**src/rtl/gc_dram_pkg.sv**
```systemverilog
// Shared constants, types and helpers for the gain-cell DRAM refresh front-end.
package gc_dram_pkg;
  localparam int ROWS      = 128;
  localparam int WIDTH     = 64;
  localparam int AW        = $clog2(ROWS);
  localparam int RETENTION = 5000;

  typedef enum logic [1:0] {IDLE, REF_RD, REF_WB} ref_state_t;
  typedef logic [AW-1:0]    addr_t;
  typedef logic [WIDTH-1:0] data_t;

  function automatic addr_t next_row(input addr_t r);
    return (r == addr_t'(ROWS - 1)) ? '0 : r + addr_t'(1);
  endfunction
endpackage

```
**src/rtl/gc_dram_refresh_ctrl_if.sv**
```systemverilog
// User request/response and macro-side signals of the refresh controller; the controller
// takes the slave modport, the user plus macro model the master modport.
interface gc_dram_refresh_ctrl_if;
  import gc_dram_pkg::*;

  logic  u_req_valid;
  logic  u_req_ready;
  logic  u_we;
  addr_t u_addr;
  data_t u_wdata;
  logic  u_rvalid;
  data_t u_rdata;
  logic  mem_re;
  logic  mem_we;
  addr_t mem_raddr;
  addr_t mem_waddr;
  data_t mem_in;
  data_t mem_rd;
  logic  ref_busy;

  modport slave (
    input  u_req_valid, u_we, u_addr, u_wdata, mem_rd,
    output u_req_ready, u_rvalid, u_rdata, mem_re, mem_we, mem_raddr, mem_waddr, mem_in, ref_busy
  );

  modport master (
    output u_req_valid, u_we, u_addr, u_wdata, mem_rd,
    input  u_req_ready, u_rvalid, u_rdata, mem_re, mem_we, mem_raddr, mem_waddr, mem_in, ref_busy
  );
endinterface

```
**src/rtl/gc_ref_timer.sv**
```systemverilog
// Refresh interval counter (tick every REF_PERIOD cycles, first after REF_PERIOD) and row pointer;
// pointer steps on advance and wraps ROWS-1 -> 0. No backpressure: the tick is never held off.
module gc_ref_timer
  import gc_dram_pkg::*;
#(
  parameter int REF_PERIOD = 16
) (
  input  logic  clk,
  input  logic  rst_n,
  input  logic  advance,
  output logic  tick,
  output addr_t ref_row
);
  localparam int TW = (REF_PERIOD > 1) ? $clog2(REF_PERIOD) : 1;
  localparam logic [TW-1:0] RELOAD = TW'(REF_PERIOD - 1);

  logic [TW-1:0] timer;

  assign tick = (timer == '0);

  always_ff @(posedge clk) begin
    if (!rst_n) begin
      timer   <= RELOAD;
      ref_row <= '0;
    end else begin
      timer <= tick ? RELOAD : timer - 1'b1;
      if (advance) ref_row <= next_row(ref_row);
    end
  end
endmodule

```
**src/rtl/gc_dram_refresh_ctrl.sv**
```systemverilog
// Arbitrates user reads/writes against row refresh (read, write back next cycle); read data 2 cycles after accept.
// Refresh always wins: user stalls at most 3 cycles per slot. GC_REF_SKIP_EN skips refresh of user-written rows.
module gc_dram_refresh_ctrl
  import gc_dram_pkg::*;
#(
  parameter int REF_PERIOD = 16
) (
  input  logic                   clk,
  input  logic                   rst_n,
  gc_dram_refresh_ctrl_if.slave  bus
);
  // A skipped slot doubles the worst-case row age, so bound it at elaboration.
  if (2 * ROWS * REF_PERIOD >= RETENTION) begin : g_retention_chk
    $error("gc_dram_refresh_ctrl: REF_PERIOD too long for macro retention");
  end

  ref_state_t state, state_nxt;
  logic       ref_pending, pending_clr, advance, tick, skip, accept;
  addr_t      ref_row;
  logic       rd_pend, rvalid_q;
  data_t      rdata_q;
  logic       mem_re, mem_we;
  addr_t      mem_raddr, mem_waddr;
  data_t      mem_in;

  gc_ref_timer #(.REF_PERIOD(REF_PERIOD)) u_timer (
    .clk     (clk),
    .rst_n   (rst_n),
    .advance (advance),
    .tick    (tick),
    .ref_row (ref_row)
  );

`ifdef GC_REF_SKIP_EN
  logic [ROWS-1:0] written;

  assign skip = (state == IDLE) && ref_pending && written[ref_row];

  // A user write landing in the skipped slot re-arms the flag (set wins over clear).
  always_ff @(posedge clk) begin
    if (!rst_n) begin
      written <= '0;
    end else begin
      if (skip) written[ref_row] <= 1'b0;
      if (accept && bus.u_we) written[bus.u_addr] <= 1'b1;
    end
  end
`else
  assign skip = 1'b0;
`endif

  assign bus.u_req_ready = (state == IDLE) && (!ref_pending || skip);
  assign accept          = bus.u_req_valid && bus.u_req_ready;
  assign bus.ref_busy    = (state != IDLE);

  always_ff @(posedge clk) begin
    if (!rst_n) begin
      state       <= IDLE;
      ref_pending <= 1'b0;
      rd_pend     <= 1'b0;
      rvalid_q    <= 1'b0;
      rdata_q     <= '0;
    end else begin
      state       <= state_nxt;
      ref_pending <= (ref_pending && !pending_clr) || tick;
      rd_pend     <= accept && !bus.u_we;
      rvalid_q    <= rd_pend;
      if (rd_pend) rdata_q <= bus.mem_rd;
    end
  end

  always_comb begin
    state_nxt   = state;
    pending_clr = 1'b0;
    advance     = 1'b0;
    mem_re      = 1'b0;
    mem_we      = 1'b0;
    mem_raddr   = '0;
    mem_waddr   = '0;
    mem_in      = '0;
    case (state)
      IDLE: begin
        if (skip) begin
          pending_clr = 1'b1;
          advance     = 1'b1;
        end else if (ref_pending) begin
          state_nxt = REF_RD;
        end
        if (accept) begin
          if (bus.u_we) begin
            mem_we    = 1'b1;
            mem_waddr = bus.u_addr;
            mem_in    = bus.u_wdata;
          end else begin
            mem_re    = 1'b1;
            mem_raddr = bus.u_addr;
          end
        end
      end
      REF_RD: begin
        mem_re      = 1'b1;
        mem_raddr   = ref_row;
        pending_clr = 1'b1;
        state_nxt   = REF_WB;
      end
      REF_WB: begin
        mem_we    = 1'b1;
        mem_waddr = ref_row;
        mem_in    = bus.mem_rd;
        advance   = 1'b1;
        state_nxt = IDLE;
      end
      default: state_nxt = IDLE;
    endcase
  end

  assign bus.mem_re    = mem_re;
  assign bus.mem_we    = mem_we;
  assign bus.mem_raddr = mem_raddr;
  assign bus.mem_waddr = mem_waddr;
  assign bus.mem_in    = mem_in;
  assign bus.u_rvalid  = rvalid_q;
  assign bus.u_rdata   = rdata_q;
endmodule

```
**src/flat_wrapper.sv**
```systemverilog
// flat-port wrapper written by rule: the top's interface ports become plain ports
module gc_dram_refresh_ctrl_flat import gc_dram_pkg::*;
#(
  parameter int REF_PERIOD = 16
)
  (clk, rst_n, bus_u_req_valid, bus_u_we, bus_u_addr, bus_u_wdata, bus_mem_rd, bus_u_req_ready, bus_u_rvalid, bus_u_rdata, bus_mem_re, bus_mem_we, bus_mem_raddr, bus_mem_waddr, bus_mem_in, bus_ref_busy);
  gc_dram_refresh_ctrl_if bus_i ();
  input  logic clk;
  input  logic rst_n;
  input wire logic [$bits(bus_i.u_req_valid)-1:0] bus_u_req_valid;
  input wire logic [$bits(bus_i.u_we)-1:0] bus_u_we;
  input wire logic [$bits(bus_i.u_addr)-1:0] bus_u_addr;
  input wire logic [$bits(bus_i.u_wdata)-1:0] bus_u_wdata;
  input wire logic [$bits(bus_i.mem_rd)-1:0] bus_mem_rd;
  output wire logic [$bits(bus_i.u_req_ready)-1:0] bus_u_req_ready;
  output wire logic [$bits(bus_i.u_rvalid)-1:0] bus_u_rvalid;
  output wire logic [$bits(bus_i.u_rdata)-1:0] bus_u_rdata;
  output wire logic [$bits(bus_i.mem_re)-1:0] bus_mem_re;
  output wire logic [$bits(bus_i.mem_we)-1:0] bus_mem_we;
  output wire logic [$bits(bus_i.mem_raddr)-1:0] bus_mem_raddr;
  output wire logic [$bits(bus_i.mem_waddr)-1:0] bus_mem_waddr;
  output wire logic [$bits(bus_i.mem_in)-1:0] bus_mem_in;
  output wire logic [$bits(bus_i.ref_busy)-1:0] bus_ref_busy;
  assign bus_i.u_req_valid = bus_u_req_valid;
  assign bus_i.u_we = bus_u_we;
  assign bus_i.u_addr = bus_u_addr;
  assign bus_i.u_wdata = bus_u_wdata;
  assign bus_i.mem_rd = bus_mem_rd;
  assign bus_u_req_ready = bus_i.u_req_ready;
  assign bus_u_rvalid = bus_i.u_rvalid;
  assign bus_u_rdata = bus_i.u_rdata;
  assign bus_mem_re = bus_i.mem_re;
  assign bus_mem_we = bus_i.mem_we;
  assign bus_mem_raddr = bus_i.mem_raddr;
  assign bus_mem_waddr = bus_i.mem_waddr;
  assign bus_mem_in = bus_i.mem_in;
  assign bus_ref_busy = bus_i.ref_busy;
  gc_dram_refresh_ctrl #(.REF_PERIOD(REF_PERIOD)) u_core (.clk(clk), .rst_n(rst_n), .bus(bus_i));
endmodule
```
**config.mk**
```make
export PLATFORM = sky130hd
export DESIGN_NAME = gc_dram_refresh_ctrl_flat
export DESIGN_NICKNAME = d
export VERILOG_FILES = /design/src/rtl/gc_dram_pkg.sv /design/src/rtl/gc_dram_refresh_ctrl_if.sv /design/src/rtl/gc_ref_timer.sv /design/src/rtl/gc_dram_refresh_ctrl.sv /design/src/flat_wrapper.sv
export SDC_FILE = /design/constraint.sdc
export NUM_CORES = 1
export LEC_CHECK = 0
export CORE_AREA = 2 2 112 114
export CTS_BUF_LIST = sky130_fd_sc_hd__clkbuf_4
export DETAILED_ROUTE_END_ITERATION = 16
export DIE_AREA = 0 0 114 116
export PLACE_DENSITY_LB_ADDON = 0.05
export SYNTH_ARGS = -nofsm -noshare
export SYNTH_HDL_FRONTEND = slang
export SYNTH_HIERARCHICAL = 1
export SYNTH_SLANG_ARGS = --single-unit
```
**constraint.sdc**
```tcl
create_clock -name clk -period 5 [get_ports clk]
set_clock_uncertainty 0.15 [all_clocks]
set_input_delay 1.5 -clock clk [delete_from_list [all_inputs] [get_ports clk]]
set_output_delay 1.5 -clock clk [all_outputs]
set_load 0.03 [all_outputs]
```
==> results.md <==
- Dpl hpwl: 9840 um
- Most frequent cells in the layout: clkdlybuf4s50_1 (204), buf_4 (81), dfxtp_1 (79)
- Max-capacitance violation count: 0
- Status: finished clean
- Root buffer cell: clkbuf_4
- Crit path launch: bus_u_req_valid
- Total Power: 1.44 mW
- Htree depth: 3
- PD cells: ~210 nW/um^2
- Crit path kind: primary input to output pin
- Cells after Synth: 373
- Die Area: 13200 um^2
- Final setup vio count: 0
- Global-route wire length before repair: 19300 um
- Avg WL per Cell: 16.3 um
- DR vias: between 3000 and 4000
- Initial Utilization: 33.1%
- Clock tree buffer depth: 2
- Post-synthesis register bit count: 80
- Area of the multi-input gates: about 2100 um^2
- Area leader, netlist: dfxtp_1
- Crit path DAT: roughly 3.0 ns
- Clock transition at path regs: 0.12 ns
- Mapped cell area: slightly below 4000 um^2
- Unrepaired setup endpoints after global routing: false
- P_leak: ~2.7 nW
- Min Tclk post-route: 4.62 ns
- Routed vias/inst: between 4 and 5
- I/O pin count: 286
- Synth top area share: 40.6%
- Hold Path Origin: u_core/u_timer/timer[0]
- Met1 wire length: around 5000 um
- HP Class: register to register
- Total GRT Usage: 18.3%
- Num CTS Buffers: 9
- Fillcell total: 1070
- IO buf count: 285
- Syn nets: 514
- First DRT Iteration DRCs: 107
- Grt total ovfl: 0
- Quantity of hold-fixing buffers added after cts: 0
- Sequential share of the synthesized area: 40.6%
- Yosys Warn Count: 6
- Total Neg Setup Slack: 0 ns
- CP max FO: 39
- Largest net degree at the start of global routing: 46
- Mapped Avg Cell Area: 10.6 um^2
- Final Hold Fails: 0
- Routed Antenna Nets: 0
- WL final: 13000 um
- Unique cell type count in the Yosys netlist: 29
- Final hold slack: 0.286 ns
- Nets: approximately 800
- Share of cells above drive strength 1: 17.3%
- Fmax: 216 MHz
- Routed length on met2: approximately 7000 um
- RR Startpoint: u_core/state[1]
- Initial antenna violation count: 0
- Core box area: 11900 um^2
- Actual slew at the worst max-slew pin: 0.957 ns
- FFs w/ async S/R, synth: 0%
- Met3 wire length: 835 um
- Vias in the first global route: 3724
- Pins Over Slew Limit: 0
- Top cells by area, synth: dfxtp_1 (41%), a22o_1 (17%), mux2i_1 (16%)
- Crit path capture type: output pin
- Commonest non-fill, non-tap cell in the layout: clkdlybuf4s50_1
- EDFF count, synth: 0
- Die height: 116 um
- CTS tree: done
- Max Used Layer: met4
- Post-CTS sizing: 0
- Relative slew slack: 36.1%
- Worst skew pair latency: 0.40 ns
- Postcts setup bufs: 0
- Sink Count: 80
- Cell Rows: 40
- Ys flop type: dfxtp_1
- Maximum vdd drop: 108 uV
- Reg area: 1610 um^2
- Diode count: 0
- RePlAce Congestion: 0.758
- Crit start category: primary input
- Die X: approximately 110 um
- Drt drc: 0
- Synth-to-layout area growth: 71.7%
- Period utilisation layout: ~92%
- Data required, critical path: 3.35 ns
- TritonRoute pass-1 iters: 4
==> worst max-delay path, cell delays in order <==
cell	delay (ns)
clkdlybuf4s50_1	0.45
nor4b_2	0.20
and2_2	0.25
buf_12	0.21
a22o_1	0.21
buf_12	0.13
==> per-layer routing <==
metal / vias up / GRT usage [%]
met5: - / 0
met3: 15 / 3.92
met2: 140 / 34.5
met4: 0 / 6.02
li1: 1888 / -
met1: 1746 / 20.5
==> per-stage QoR <==
stage                     std cells  instance area, um^2  util (%)  worst slack [ns]
after floorplan                 373                 3950         -             0.929
after global placement          779                 6630      55.7             0.409
after detailed placement        779                 6630      55.7             0.390
after CTS                       795                 6770      56.9             0.383
after global routing            795                 6770      56.9             0.310
final                           795                 6770      56.9             0.376
==> final cells by class <==
cell class / count / share of cell area [%]
sequential: 80 / 23.7
clock inverter: 5 / 0.850
timing repair buffer: 291 / 40.7
clock buffer: 11 / 1.22
multi-input combinational: 258 / 30.7
tap: 147 / 2.72
inverter: 3 / 0.166
==> synthesized netlist by cell type (2+ instances only) <==
| master | instances |
|---|---|
| dfxtp_1 | 80 |
| a22o_1 | 77 |
| nor2b_1 | 69 |
| mux2i_1 | 65 |
| clkbuf_1 | 14 |
| buf_2 | 10 |
| buf_12 | 8 |
| nand2_1 | 8 |
| and2_1 | 5 |
| nor2_1 | 4 |
| o21ai_0 | 4 |
| xnor2_1 | 4 |
| inv_1 | 3 |
| or2_2 | 3 |
| a21oi_1 | 2 |
| ha_1 | 2 |
| nand4_2 | 2 |
| or3_1 | 2 |
==> power by group <==
| group | leakage (nW) | internal (mW) | switching (mW) |
|---|---|---|---|
| sequential | 0.651 | 0.657 | 0.0132 |
| combinational | 1.94 | 0.208 | 0.179 |
| clock | 0.0691 | 0.163 | 0.222 |
==> kinds of logic after synthesis <==
family / share of synthesized area (%)
AND/OR/NAND/NOR: 15.6
buffers and inverters: 6.94
AO/OA/AOI/OAI: 18.6
XOR/XNOR: 1.11
multiplexers: 16.5
flip-flops: 40.6
adder cells (fa/ha/maj): 0.634
==> flip-flops by register name (all words and copies together) (netlist names) <==
signal	cells
u_core/u_timer/timer	4
u_core/ref_pending	1
u_core/bus.u_rdata	64
u_core/rd_pend	1
u_core/u_timer/ref_row	7
u_core/bus.u_rvalid	1
u_core/state	2
==> final timing paths <==
path	to	slack (ns)	cells past startpoint
hold reg to reg	u_core/u_timer/timer[0]	0.29	1
setup reg to reg	u_core/u_timer/ref_row[6]	2.49	5
setup / recovery	bus_mem_in[37]	0.38	6
hold / removal	u_core/u_timer/timer[0]	0.29	1
No activity file was read; power rests on OpenSTA's default activity.
